## src/rtl/stream_err_lanes.sv

```systemverilog
// Multi-lane error stage: error = data_out - expected per lane, saturated, with expected vectors buffered in a FIFO.
// Optional ERR_SUM_EN adds a per-frame sum of |error| reported on err_sum / err_sum_vld.
module stream_err_lanes #(
  parameter int DATA_W = 16,
  parameter int LANES  = 4,
  parameter int DEPTH  = 8,
  parameter int SUM_W  = 32
) (
  input  logic                      clk,
  input  logic                      reset,
  input  logic [LANES*DATA_W-1:0]   expected,
  input  logic                      expected_fst,
  input  logic                      expected_vld,
  output logic                      expected_rdy,
  input  logic [LANES*DATA_W-1:0]   data_out,
  input  logic                      data_out_fst,
  input  logic                      data_out_vld,
  output logic                      data_out_rdy,
  output logic [LANES*DATA_W-1:0]   error,
  output logic                      error_fst,
  output logic                      error_vld,
  input  logic                      error_rdy,
  output logic                      fst_mismatch
`ifdef ERR_SUM_EN
  ,
  output logic [SUM_W-1:0]          err_sum,
  output logic                      err_sum_vld
`endif
);

  localparam int AW = $clog2(DEPTH);
  localparam int VW = LANES * DATA_W;
  localparam logic [AW:0] PTR_ONE = {{AW{1'b0}}, 1'b1};

  // Signed difference at DATA_W+1 bits, clamped to the DATA_W range.
  function automatic logic [DATA_W-1:0] sat_sub(input logic [DATA_W-1:0] a,
                                                input logic [DATA_W-1:0] b);
    logic [DATA_W:0] d;
    d = {a[DATA_W-1], a} - {b[DATA_W-1], b};
    if (d[DATA_W] != d[DATA_W-1]) begin
      if (d[DATA_W]) begin
        sat_sub = {1'b1, {(DATA_W-1){1'b0}}};
      end else begin
        sat_sub = {1'b0, {(DATA_W-1){1'b1}}};
      end
    end else begin
      sat_sub = d[DATA_W-1:0];
    end
  endfunction

  logic [VW-1:0]    mem_r [DEPTH];
  logic [DEPTH-1:0] fst_mem_r;
  logic [AW:0]      wr_ptr_r, rd_ptr_r, wr_ptr_nxt_s, rd_ptr_nxt_s;
  logic             expected_rdy_r, full_nxt_s, not_empty_s, can_load_s;
  logic             push_s, join_s, head_fst_s;
  logic [VW-1:0]    head_s, diff_s;
  logic [VW-1:0]    error_r;
  logic             error_fst_r, error_vld_r, fst_mismatch_r;

  // Handshake join, pointer update and per-lane saturated difference.
  always_comb begin
    not_empty_s  = (wr_ptr_r != rd_ptr_r);
    can_load_s   = !error_vld_r || error_rdy;
    data_out_rdy = not_empty_s && can_load_s;
    join_s       = data_out_vld && data_out_rdy;
    push_s       = expected_vld && expected_rdy_r;
    wr_ptr_nxt_s = wr_ptr_r;
    rd_ptr_nxt_s = rd_ptr_r;
    if (push_s) begin
      wr_ptr_nxt_s = wr_ptr_r + PTR_ONE;
    end else begin
      wr_ptr_nxt_s = wr_ptr_r;
    end
    if (join_s) begin
      rd_ptr_nxt_s = rd_ptr_r + PTR_ONE;
    end else begin
      rd_ptr_nxt_s = rd_ptr_r;
    end
    full_nxt_s = (wr_ptr_nxt_s[AW] != rd_ptr_nxt_s[AW]) &&
                 (wr_ptr_nxt_s[AW-1:0] == rd_ptr_nxt_s[AW-1:0]);
    head_s     = mem_r[rd_ptr_r[AW-1:0]];
    head_fst_s = fst_mem_r[rd_ptr_r[AW-1:0]];
    diff_s     = '0;
    for (int i = 0; i < LANES; i++) begin
      diff_s[i*DATA_W +: DATA_W] = sat_sub(data_out[i*DATA_W +: DATA_W],
                                           head_s[i*DATA_W +: DATA_W]);
    end
  end

  // FIFO storage; validity is defined by the pointers, so contents need no reset.
  always_ff @(posedge clk) begin
    if (push_s) begin
      mem_r[wr_ptr_r[AW-1:0]]     <= expected;
      fst_mem_r[wr_ptr_r[AW-1:0]] <= expected_fst;
    end
  end

  // Pointers and the registered not-full flag that drives expected_rdy.
  always_ff @(posedge clk or negedge reset) begin
    if (!reset) begin
      wr_ptr_r       <= '0;
      rd_ptr_r       <= '0;
      expected_rdy_r <= 1'b0;
    end else begin
      wr_ptr_r       <= wr_ptr_nxt_s;
      rd_ptr_r       <= rd_ptr_nxt_s;
      expected_rdy_r <= !full_nxt_s;
    end
  end

  // Output register and sticky frame-alignment flag.
  always_ff @(posedge clk or negedge reset) begin
    if (!reset) begin
      error_r        <= '0;
      error_fst_r    <= 1'b0;
      error_vld_r    <= 1'b0;
      fst_mismatch_r <= 1'b0;
    end else begin
      if (join_s) begin
        error_r     <= diff_s;
        error_fst_r <= data_out_fst;
        error_vld_r <= 1'b1;
        if (head_fst_s != data_out_fst) begin
          fst_mismatch_r <= 1'b1;
        end
      end else if (error_rdy) begin
        error_vld_r <= 1'b0;
      end
    end
  end

  assign expected_rdy = expected_rdy_r;
  assign error        = error_r;
  assign error_fst    = error_fst_r;
  assign error_vld    = error_vld_r;
  assign fst_mismatch = fst_mismatch_r;

`ifdef ERR_SUM_EN
  localparam int BSW = DATA_W + $clog2(LANES) + 1;
  localparam int XW  = ((SUM_W > BSW) ? SUM_W : BSW) + 1;
  localparam logic [XW-1:0] SUM_MAX = {{(XW-SUM_W){1'b0}}, {SUM_W{1'b1}}};
  localparam logic [DATA_W-1:0] ONE_D = {{(DATA_W-1){1'b0}}, 1'b1};

  // Magnitude as unsigned; the most negative value maps to 2^(DATA_W-1).
  function automatic logic [DATA_W-1:0] abs_val(input logic [DATA_W-1:0] v);
    if (v[DATA_W-1]) begin
      abs_val = ~v + ONE_D;
    end else begin
      abs_val = v;
    end
  endfunction

  logic [SUM_W-1:0] acc_r, err_sum_r, acc_nxt_s;
  logic             err_sum_vld_r, seen_r, frame_start_s;
  logic [XW-1:0]    beat_sum_s, add_s;

  // Beat magnitude sum and saturating accumulate (restart on a new frame).
  always_comb begin
    beat_sum_s = '0;
    for (int i = 0; i < LANES; i++) begin
      beat_sum_s = beat_sum_s + {{(XW-DATA_W){1'b0}}, abs_val(diff_s[i*DATA_W +: DATA_W])};
    end
    frame_start_s = data_out_fst && seen_r;
    if (frame_start_s) begin
      add_s = beat_sum_s;
    end else begin
      add_s = {{(XW-SUM_W){1'b0}}, acc_r} + beat_sum_s;
    end
    if (add_s > SUM_MAX) begin
      acc_nxt_s = {SUM_W{1'b1}};
    end else begin
      acc_nxt_s = add_s[SUM_W-1:0];
    end
  end

  // Frame total capture and one-cycle report pulse.
  always_ff @(posedge clk or negedge reset) begin
    if (!reset) begin
      acc_r         <= '0;
      err_sum_r     <= '0;
      err_sum_vld_r <= 1'b0;
      seen_r        <= 1'b0;
    end else begin
      err_sum_vld_r <= 1'b0;
      if (join_s) begin
        seen_r <= 1'b1;
        acc_r  <= acc_nxt_s;
        if (frame_start_s) begin
          err_sum_r     <= acc_r;
          err_sum_vld_r <= 1'b1;
        end
      end
    end
  end

  assign err_sum     = err_sum_r;
  assign err_sum_vld = err_sum_vld_r;
`endif

endmodule
```

## config.mk

```make
export PLATFORM = sky130hd
export DESIGN_NAME = stream_err_lanes
export DESIGN_NICKNAME = d
export VERILOG_FILES = /design/src/rtl/stream_err_lanes.sv
export SDC_FILE = /design/constraint.sdc
export NUM_CORES = 1
export LEC_CHECK = 0
export ABC_CLOCK_PERIOD_IN_PS = 12790
export BUFFER_PORTS_ARGS = -buffer_cell sky130_fd_sc_hd__buf_2
export CAP_MARGIN = 20
export CORE_MARGIN = 5
export CORE_UTILIZATION = 52
export CTS_BUF_LIST = sky130_fd_sc_hd__clkbuf_2 sky130_fd_sc_hd__clkbuf_4 sky130_fd_sc_hd__clkbuf_8
export DETAILED_ROUTE_END_ITERATION = 8
export PLACE_DENSITY = 0.74
export REMOVE_ABC_BUFFERS = 1
export SYNTH_ARGS = -nofsm -noshare
export SYNTH_HDL_FRONTEND = slang
export SYNTH_SLANG_ARGS = --single-unit
```

## constraint.sdc

```tcl
create_clock -name clk -period 12.79 [get_ports clk]
set_input_delay 2.558 -clock clk [delete_from_list [all_inputs] [get_ports clk]]
set_output_delay 2.558 -clock clk [all_outputs]
set_load 0.1 [all_outputs]
```

== After elaboration in Yosys (flattened, before gate mapping) ==
Memory sizes are Yosys's and may differ from the RTL's.
Index checks and enable logic that the tools add are counted.

* Flip-flop bits (word level): 84
* Bits in writable memories: 512
* Input port bits: 135
* Output and inout port bits: 69
* Word-level logic and storage cells: 55
* Memories kept: 1

* $add $sub $neg: 6
* $lt $le $gt $ge: 3
* Eq/ne operators: 8
* Mux-type cells: 19
* Reduce and logical (&&, ||, !) cells: 10

{| class="wikitable"
|+ Memories
! name !! depth !! width !! read ports !! clocked after Yosys merged registers in !! wr ports !! line !! text
|-
| mem_r || 8 || 64 || 1 || 0 || 1 || 51 || <nowiki>logic [VW-1:0] mem_r [DEPTH];</nowiki>
|}

{| class="wikitable"
|+ Operators by type and width
! operator !! count
|-
| $mux 16 || 8
|-
| $sub 16x16->17 || 4
|-
| $add 4x1->4 const B || 2
|-
| $bwmux 8 || 1
|-
| $lt 3x4->1 const B || 2
|-
| $mux 4 || 2
|-
| $mux 1 || 6
|-
| $ne 1x1->1 || 6
|-
| $logic_and 1x1->1 || 5
|-
| $ne 4x4->1 || 1
|-
| $bmux 1 s3 || 1
|-
| $demux 1 s3 || 1
|-
| $eq 3x3->1 || 1
|-
| $ge 3x1->1 const B || 1
|-
| $logic_not 1->1 || 2
|-
| $reduce_and 2->1 || 1
|-
| $reduce_bool 2->1 || 1
|-
| $logic_or 1x1->1 || 1
|}

== Depth between registers and ports, before layout ==
Gate-level depths: netlist (run 1).

* Word-level depth: 8
* Mapped depth: 16
* Gate-level depth less buffers: 13

== Least setup slack after synthesis (run 1) ==
No wires, ideal clock.

* Path kind: input to register
* Start: input port expected_vld
* End: register fst_mem_r[0] (enable)
* Setup time: 568 ps
* Data arrival time: 7,438 ps
* Data required time: 12,222 ps
* Slack: 4,784 ps
* Cell stages on the path: 3
* Path buffers: 0
* Path through: nand2_1 or2_2 nor3_1

* Longest elaborated chain between the ends: 1

{| class="wikitable"
|+ Ends and longest elaborated chain
! what !! line !! text
|-
| from (decl) || 13 || <nowiki>input logic expected_vld,</nowiki>
|-
| $logic_and 1x1->1 || 66 || <nowiki>push_s = expected_vld && expected_rdy_r;</nowiki>
|-
| to (signal, indexed assignment) || 94 || <nowiki>fst_mem_r[wr_ptr_r[AW-1:0]] <= expected_fst;</nowiki>
|-
| to (decl) || 52 || <nowiki>logic [DEPTH-1:0] fst_mem_r;</nowiki>
|}

No other way between the ends.
A chain may end at the register's enable or synchronous reset.

== Worst setup path in the final report (run 1) ==
* Start: input port error_rdy
* End: output port data_out_rdy

* Longest elaborated chain between the ends: 2

{| class="wikitable"
|+ Ends and longest elaborated chain
! what !! line !! text
|-
| from (decl) || 22 || <nowiki>input logic error_rdy,</nowiki>
|-
| $logic_or 1x1->1 || 63 || <nowiki>can_load_s = !error_vld_r || error_rdy;</nowiki>
|-
| $logic_and 1x1->1 || 64 || <nowiki>data_out_rdy = not_empty_s && can_load_s;</nowiki>
|-
| to (decl) || 18 || <nowiki>output logic data_out_rdy,</nowiki>
|}

No other way between the ends.

==> impl_results.md, run 1 <==
- Post-Syn Area per Cell: 16.9 µm²
- Clk Latency, worst-skew pair: between 600 and 700 ps
- Critical Path Source Type: input pin
- Area growth, synth to finish: 14.6%
- Vias/cell: between 5 and 6
- Worst-path clk slew: 60 ps
- Crit-path slowest cell: buf_2
- Crit path depth: 4
- Initial core utilization: 52.6%
- Worst Max-Slew Pin Slew: 1020 ps
- Synth warn: 0
- Critical path arrival: between 3000 and 4000 ps
- Busiest grt layer: met2
- Total wire length: ~55000 µm
- CTS buffer count: 96
- Maxcap violations: 0
- Multi-input gate area in the final layout: approximately 8000 µm²
- H-tree Lvls: 3
- Worst-path maximum fanout: 3
- Post-CTS setup repair buffer count: 0
- Synthesized flop and latch total: ~600
- Reg2Reg Depth: 16
- Max incr delay on CP: just over 500 ps
- Synth top area cells: edfxtp_1 60%, mux4_2 11%, dfrtp_1 7.4%
- Layout cells sized above 1: about 29%
- Overall die width: between 200 and 250 µm
- HP Class: flop to flop
- Fin. max-slew vios: 0
- Row Count: roughly 80
- Crit path required time: 10230 ps
- CP Cell Sequence: buf_2, nor2b_1, a41oi_1, buf_2
- Sink Count: 596
- RSZ-0062 raised after global routing: false
- Status: finished, final reports clean
- Delay-heaviest family, CP: buffers and inverters
- Vias in the first global route: around 15000
- Initial DRC Count: roughly 1100
- GPL Wtd Cong: between 0.8 and 0.9
- Synth Flop Type: edfxtp_1
- Routed length per instance: around 22 µm
- Final #Nets: approximately 2000
- # fillers: ~3700
- Setup_tns: 0 ps
- Biggest area consumer among synthesized cells: edfxtp_1
- Die area: 54200 µm²
- Final worst path period share: 47.6%
- Skew final: about 30 ps
- DR pass1 iterations: 5
- Synth top area share: roughly three fifths
- Clk root buf: clkbuf_8
- Final hold vios: 0
- Mapped Cells: around 1500
- GRT overflow: 0
- First-pass GRT wire length: 85500 µm
- Max Clk Rate: roughly 160 MHz
- Antenna violations before repair: 13
- HPWL after detailed placement: roughly 34000 µm
- CTS max path bufs: 3
- Post-Syn Area: about 26000 µm²
- Cell mode on critical path: buf_2
- IO buf count: between 200 and 250
- Min cycle time layout: around 6100 ps
- Setup CP Type: input pin to output port
- Critical path endpoint category: output port
- GRT Total Usage: a little over 20%
- Final setup violating endpoints: 0
- DRT antenna net count: 0
- CTS hold repair buffers: 0
- Met3 GRT Util: under 10%
- Asr flop ratio synth: between 10% and 20%
- Seq/Total Area, Yosys: 67.9%
- IO Count: between 200 and 250
- Post-synth EDFFs: between 500 and 600
- Seq. cell area: 17500 µm²
- Worst slew margin: between 30% and 40%
- Yosys cell types: 70
- CTS tree: done
- Via count: 14600
- Routing usage on met2: approximately 34%
- Die Y: 233 µm
- Crit path buffers/inverters: 2
- Met1 global-route usage: 28.0%
- Core Region: between 40000 and 50000 µm²
- Post_cts resized: 0
- Largest net degree at the start of global routing: between 80 and 90
- Hold path depth: 1
- Post-route DRC: 0
## stage by stage
step	hold slack [ps]	util, %	setup WS (ps)	cell area (µm²)	cells
2_1_floorplan	492	-	3280	25500	1459
3_3_place_gp	437	56.3	6640	27600	2352
3_5_place_dp	440	56.3	6510	27600	2352
4_1_cts	453	60.3	6480	29600	2532
5_1_grt	484	60.3	6550	29600	2535
6_report	450	60.3	6700	29600	2540
## cell type report
cell class,instances,share of cell area (%)
flip-flops and latches,596,59.2
multi-input cells,837,26.9
clock buffers,131,5.44
repair buffers,230,4.13
well taps,664,2.81
clock inverters,49,1.10
inverters,26,0.330
diodes,7,0.0592
## metal layers
layer / part of all wire (%) / up-vias
li1: - / 6632
met1: 43 / 7410
met2: 49 / 452
met3: 6.3 / 86
met4: 1.8 / 14
met5: 0.16 / -
## path summary, 6_finish.rpt
path                                                from                        to  slack (ps)
worst max-delay path                           error_rdy              data_out_rdy        6700
worst min-delay path            fst_mismatch$_DFFE_PN0P_  fst_mismatch$_DFFE_PN0P_         450
worst max register to register     rd_ptr_r[0]$_DFF_PN0_     error[40]$_DFFE_PN0P_        7090
worst min register to register  fst_mismatch$_DFFE_PN0P_  fst_mismatch$_DFFE_PN0P_         450
max in group asynchronous                          reset     rd_ptr_r[0]$_DFF_PN0_        9810
min in group asynchronous                          reset      error[7]$_DFFE_PN0P_        1830
## worst register-to-register path: cells and delay by family, from the launching register on
family / cells / cell delay, ps
fa+ha+maj: 2 / 600
simple gates: 1 / 80
mux: 2 / 550
buf+inv: 4 / 1530
compound gates: 7 / 1830
flops: 1 / 960
## state kept, by name, indices dropped and copies added (netlist names)
register / flops
fst_mem_r: 8
error_vld: 1
wr_ptr_r: 4
mem_r: 512
error_fst: 1
rd_ptr_r: 4
fst_mismatch: 1
expected_rdy: 1
error: 64
## synth_stat cells (16+ instances only)
cell type  number
edfxtp_1      520
mux4_2        130
nand2_1        96
a21oi_1        82
dfrtp_1        76
o21ai_0        74
ha_1           66
mux2i_1        66
xnor2_1        43
nor2_1         41
clkbuf_1       39
inv_1          26
a21o_1         18
nand3_1        18
buf_1          16
## placed cells by master (no fill, tap or decap), types with 14 or more instances in the layout
cell,instances
clkinv_2,17
mux2i_1,66
a21oi_1,82
buf_2,202
inv_1,26
nor2b_1,14
clkinv_1,24
ha_1,66
a21o_1,18
clkbuf_4,31
mux4_2,130
dfrtp_1,73
edfxtp_1,520
xnor2_1,43
o21ai_0,74
nand3_1,18
clkbuf_8,100
nor2_1,35
buf_4,28
nand2_1,95
o31ai_1,14
## cell families after synthesis
family	synth area share, %
DFF	67.9
adders and majority gates	3.51
xor gates and xnor gates	1.90
and+or+nand+nor	4.11
muxes	14.1
buffers and inverters	1.54
AOI/OAI and AO/OA	7.01
Power of run 1 is not shown: default switching activity piles up to over one toggle a cycle in this logic, so the estimate is an artifact.
==> run 2, diff against run 1 <==
ABC_CLOCK_PERIOD_IN_PS = 5550   (was 12790)
PLACE_DENSITY = 0.76   (was 0.74)
clock period = 5.55 ns   (was 12.79 ns; I/O delays follow)
==> run 2 against run 1 <==
  * Flip-flop and latch count is the same
  * Clock skew shrank 5.2 ps
  * Sequential share of layout area decreased by 0.16 points
  * Register-to-register slack worse by 6100 ps
  * Hold slack got worse by 25 ps
  * Critical path type is now flop to flop
  * Largest cell class unchanged
==> impl_results.md, run 2 (same netlist as run 1, synthesis figures left out) <==
- Post-route DRC: 0
- Worst Max-Slew Pin Slew: between 1000 and 1500 ps
- Worst slew margin: 21.7%
- Overall die width: roughly 230 µm
- Total wire length: around 56000 µm
- Crit path buffers/inverters: 2
- CTS buffer count: 95
- Routed length per instance: roughly 22 µm
- Worst-path clk slew: approximately 60 ps
- Cell mode on critical path: o21ai_0
- First-pass GRT wire length: approximately 86000 µm
- Max Clk Rate: 217 MHz
- Status: finished, final reports clean
- Core Region: 49100 µm²
- Critical Path Start: rd_ptr_r[0]$_DFF_PN0_
- Die Y: around 230 µm
- HP Class: input pin to async pin
- IO buf count: 203
- Critical path arrival: ~5200 ps
- Sink Count: 596
- RSZ-0062 raised after global routing: false
- DRT antenna net count: 0
- Initial core utilization: 52.6%
- HPWL after detailed placement: about 35000 µm
- DR pass1 iterations: 5
- Post-route insts no fill: 2544
- Delay-heaviest family, CP: compound AO/OA/AOI/OAI gates
- CTS max path bufs: 3
- Worst-path maximum fanout: 34
- Max FFs per register: between 500 and 600
- CTS hold repair buffers: 0
- Vias in the first global route: around 15000
- Critical path endpoint category: flop
- Final worst path period share: a little over 80%
- Die area: about 54000 µm²
- CP Cell Sequence: buf_12, mux4_2, mux2i_1, ha_1, nand2_1, a2111oi_2, o21ai_0, o211ai_1, xor2_1, buf_4, o21ai_1, o21ai_0
- Crit-path slowest cell: dfrtp_4
- Vias/cell: 5.75
- IO Count: ~200
- Worst R2R Setup Slack: about 940 ps
- Min cycle time layout: roughly 4600 ps
- H-tree Lvls: 3
- RR Startpoint: rd_ptr_r[0]$_DFF_PN0_
- Area growth, synth to finish: 15.0%
- Layout cells sized above 1: 29.8%
- Max incr delay on CP: around 810 ps
- GPL Wtd Cong: 0.871
- Dpl cells: 2367
- Clk root buf: clkbuf_8
- Via count: between 10000 and 15000
- CTS tree: done
- Final #Nets: between 2000 and 2500
- Final setup violating endpoints: 0
- Largest net degree at the start of global routing: 85
- Row Count: 81
- Skew final: around 25 ps
- Final hold vios: 0
- Most frequent cells in the layout: 520 x edfxtp_1, 202 x buf_2, 130 x mux4_2
- Maxcap violations: 0
- GRT overflow: 0
- Critical Path Source Type: flop
- Initial DRC Count: 1061
- Post_cts resized: 0
- Fin. max-slew vios: 0
- GRT Total Usage: just over 20%
- Clk Latency, worst-skew pair: approximately 660 ps
- Setup CP Type: flop to flop
- Crit path required time: around 6100 ps
- Antenna violations before repair: 16
- Post-CTS setup repair buffer count: 0
- Commonest non-fill, non-tap cell in the layout: edfxtp_1
run 2: stage by stage:
step | setup slack (ps) | hold slack (ps) | TNS [ps] | instance area [µm²] | utilization [%]
after floorplan | -3870 | 492 | -376130 | 25500 | -
after global placement | 1010 | 435 | 0 | 27800 | 56.6
after detailed placement | 803 | 465 | 0 | 27800 | 56.6
after CTS | 819 | 403 | 0 | 29700 | 60.5
after global routing | 474 | 442 | 0 | 29700 | 60.5
final | 944 | 425 | 0 | 29700 | 60.5
run 2: worst paths after layout:
check	end	cells after the start
worst max-delay path	error[58]$_DFFE_PN0P_	12
worst min-delay path	error_fst$_DFFE_PN0P_	1
worst max register to register	error[58]$_DFFE_PN0P_	12
worst min register to register	error[0]$_DFFE_PN0P_	2
max in group asynchronous	rd_ptr_r[0]$_DFF_PN0_	2
min in group clk	error[0]$_DFFE_PN0P_	2
run 2: final cells by class:
type | count | area [µm²]
clock buffers | 139 | 1670
well taps | 664 | 831
clock inverters | 31 | 213
repair buffers | 245 | 1360
flip-flops and latches | 596 | 17500
multi-input cells | 837 | 7960
fillers | 3593 | 19400
inverters | 26 | 97.6
diodes | 6 | 15.0
run 2: metal layers:
layer	track usage (%)	vias up	share of wire, %
li1	-	6668	-
met1	26.5	7365	40
met2	35.2	456	50
met3	5.26	111	6.6
met4	6.92	18	2.7
met5	0	-	0.20
Power of run 2 is left out for the same reason.
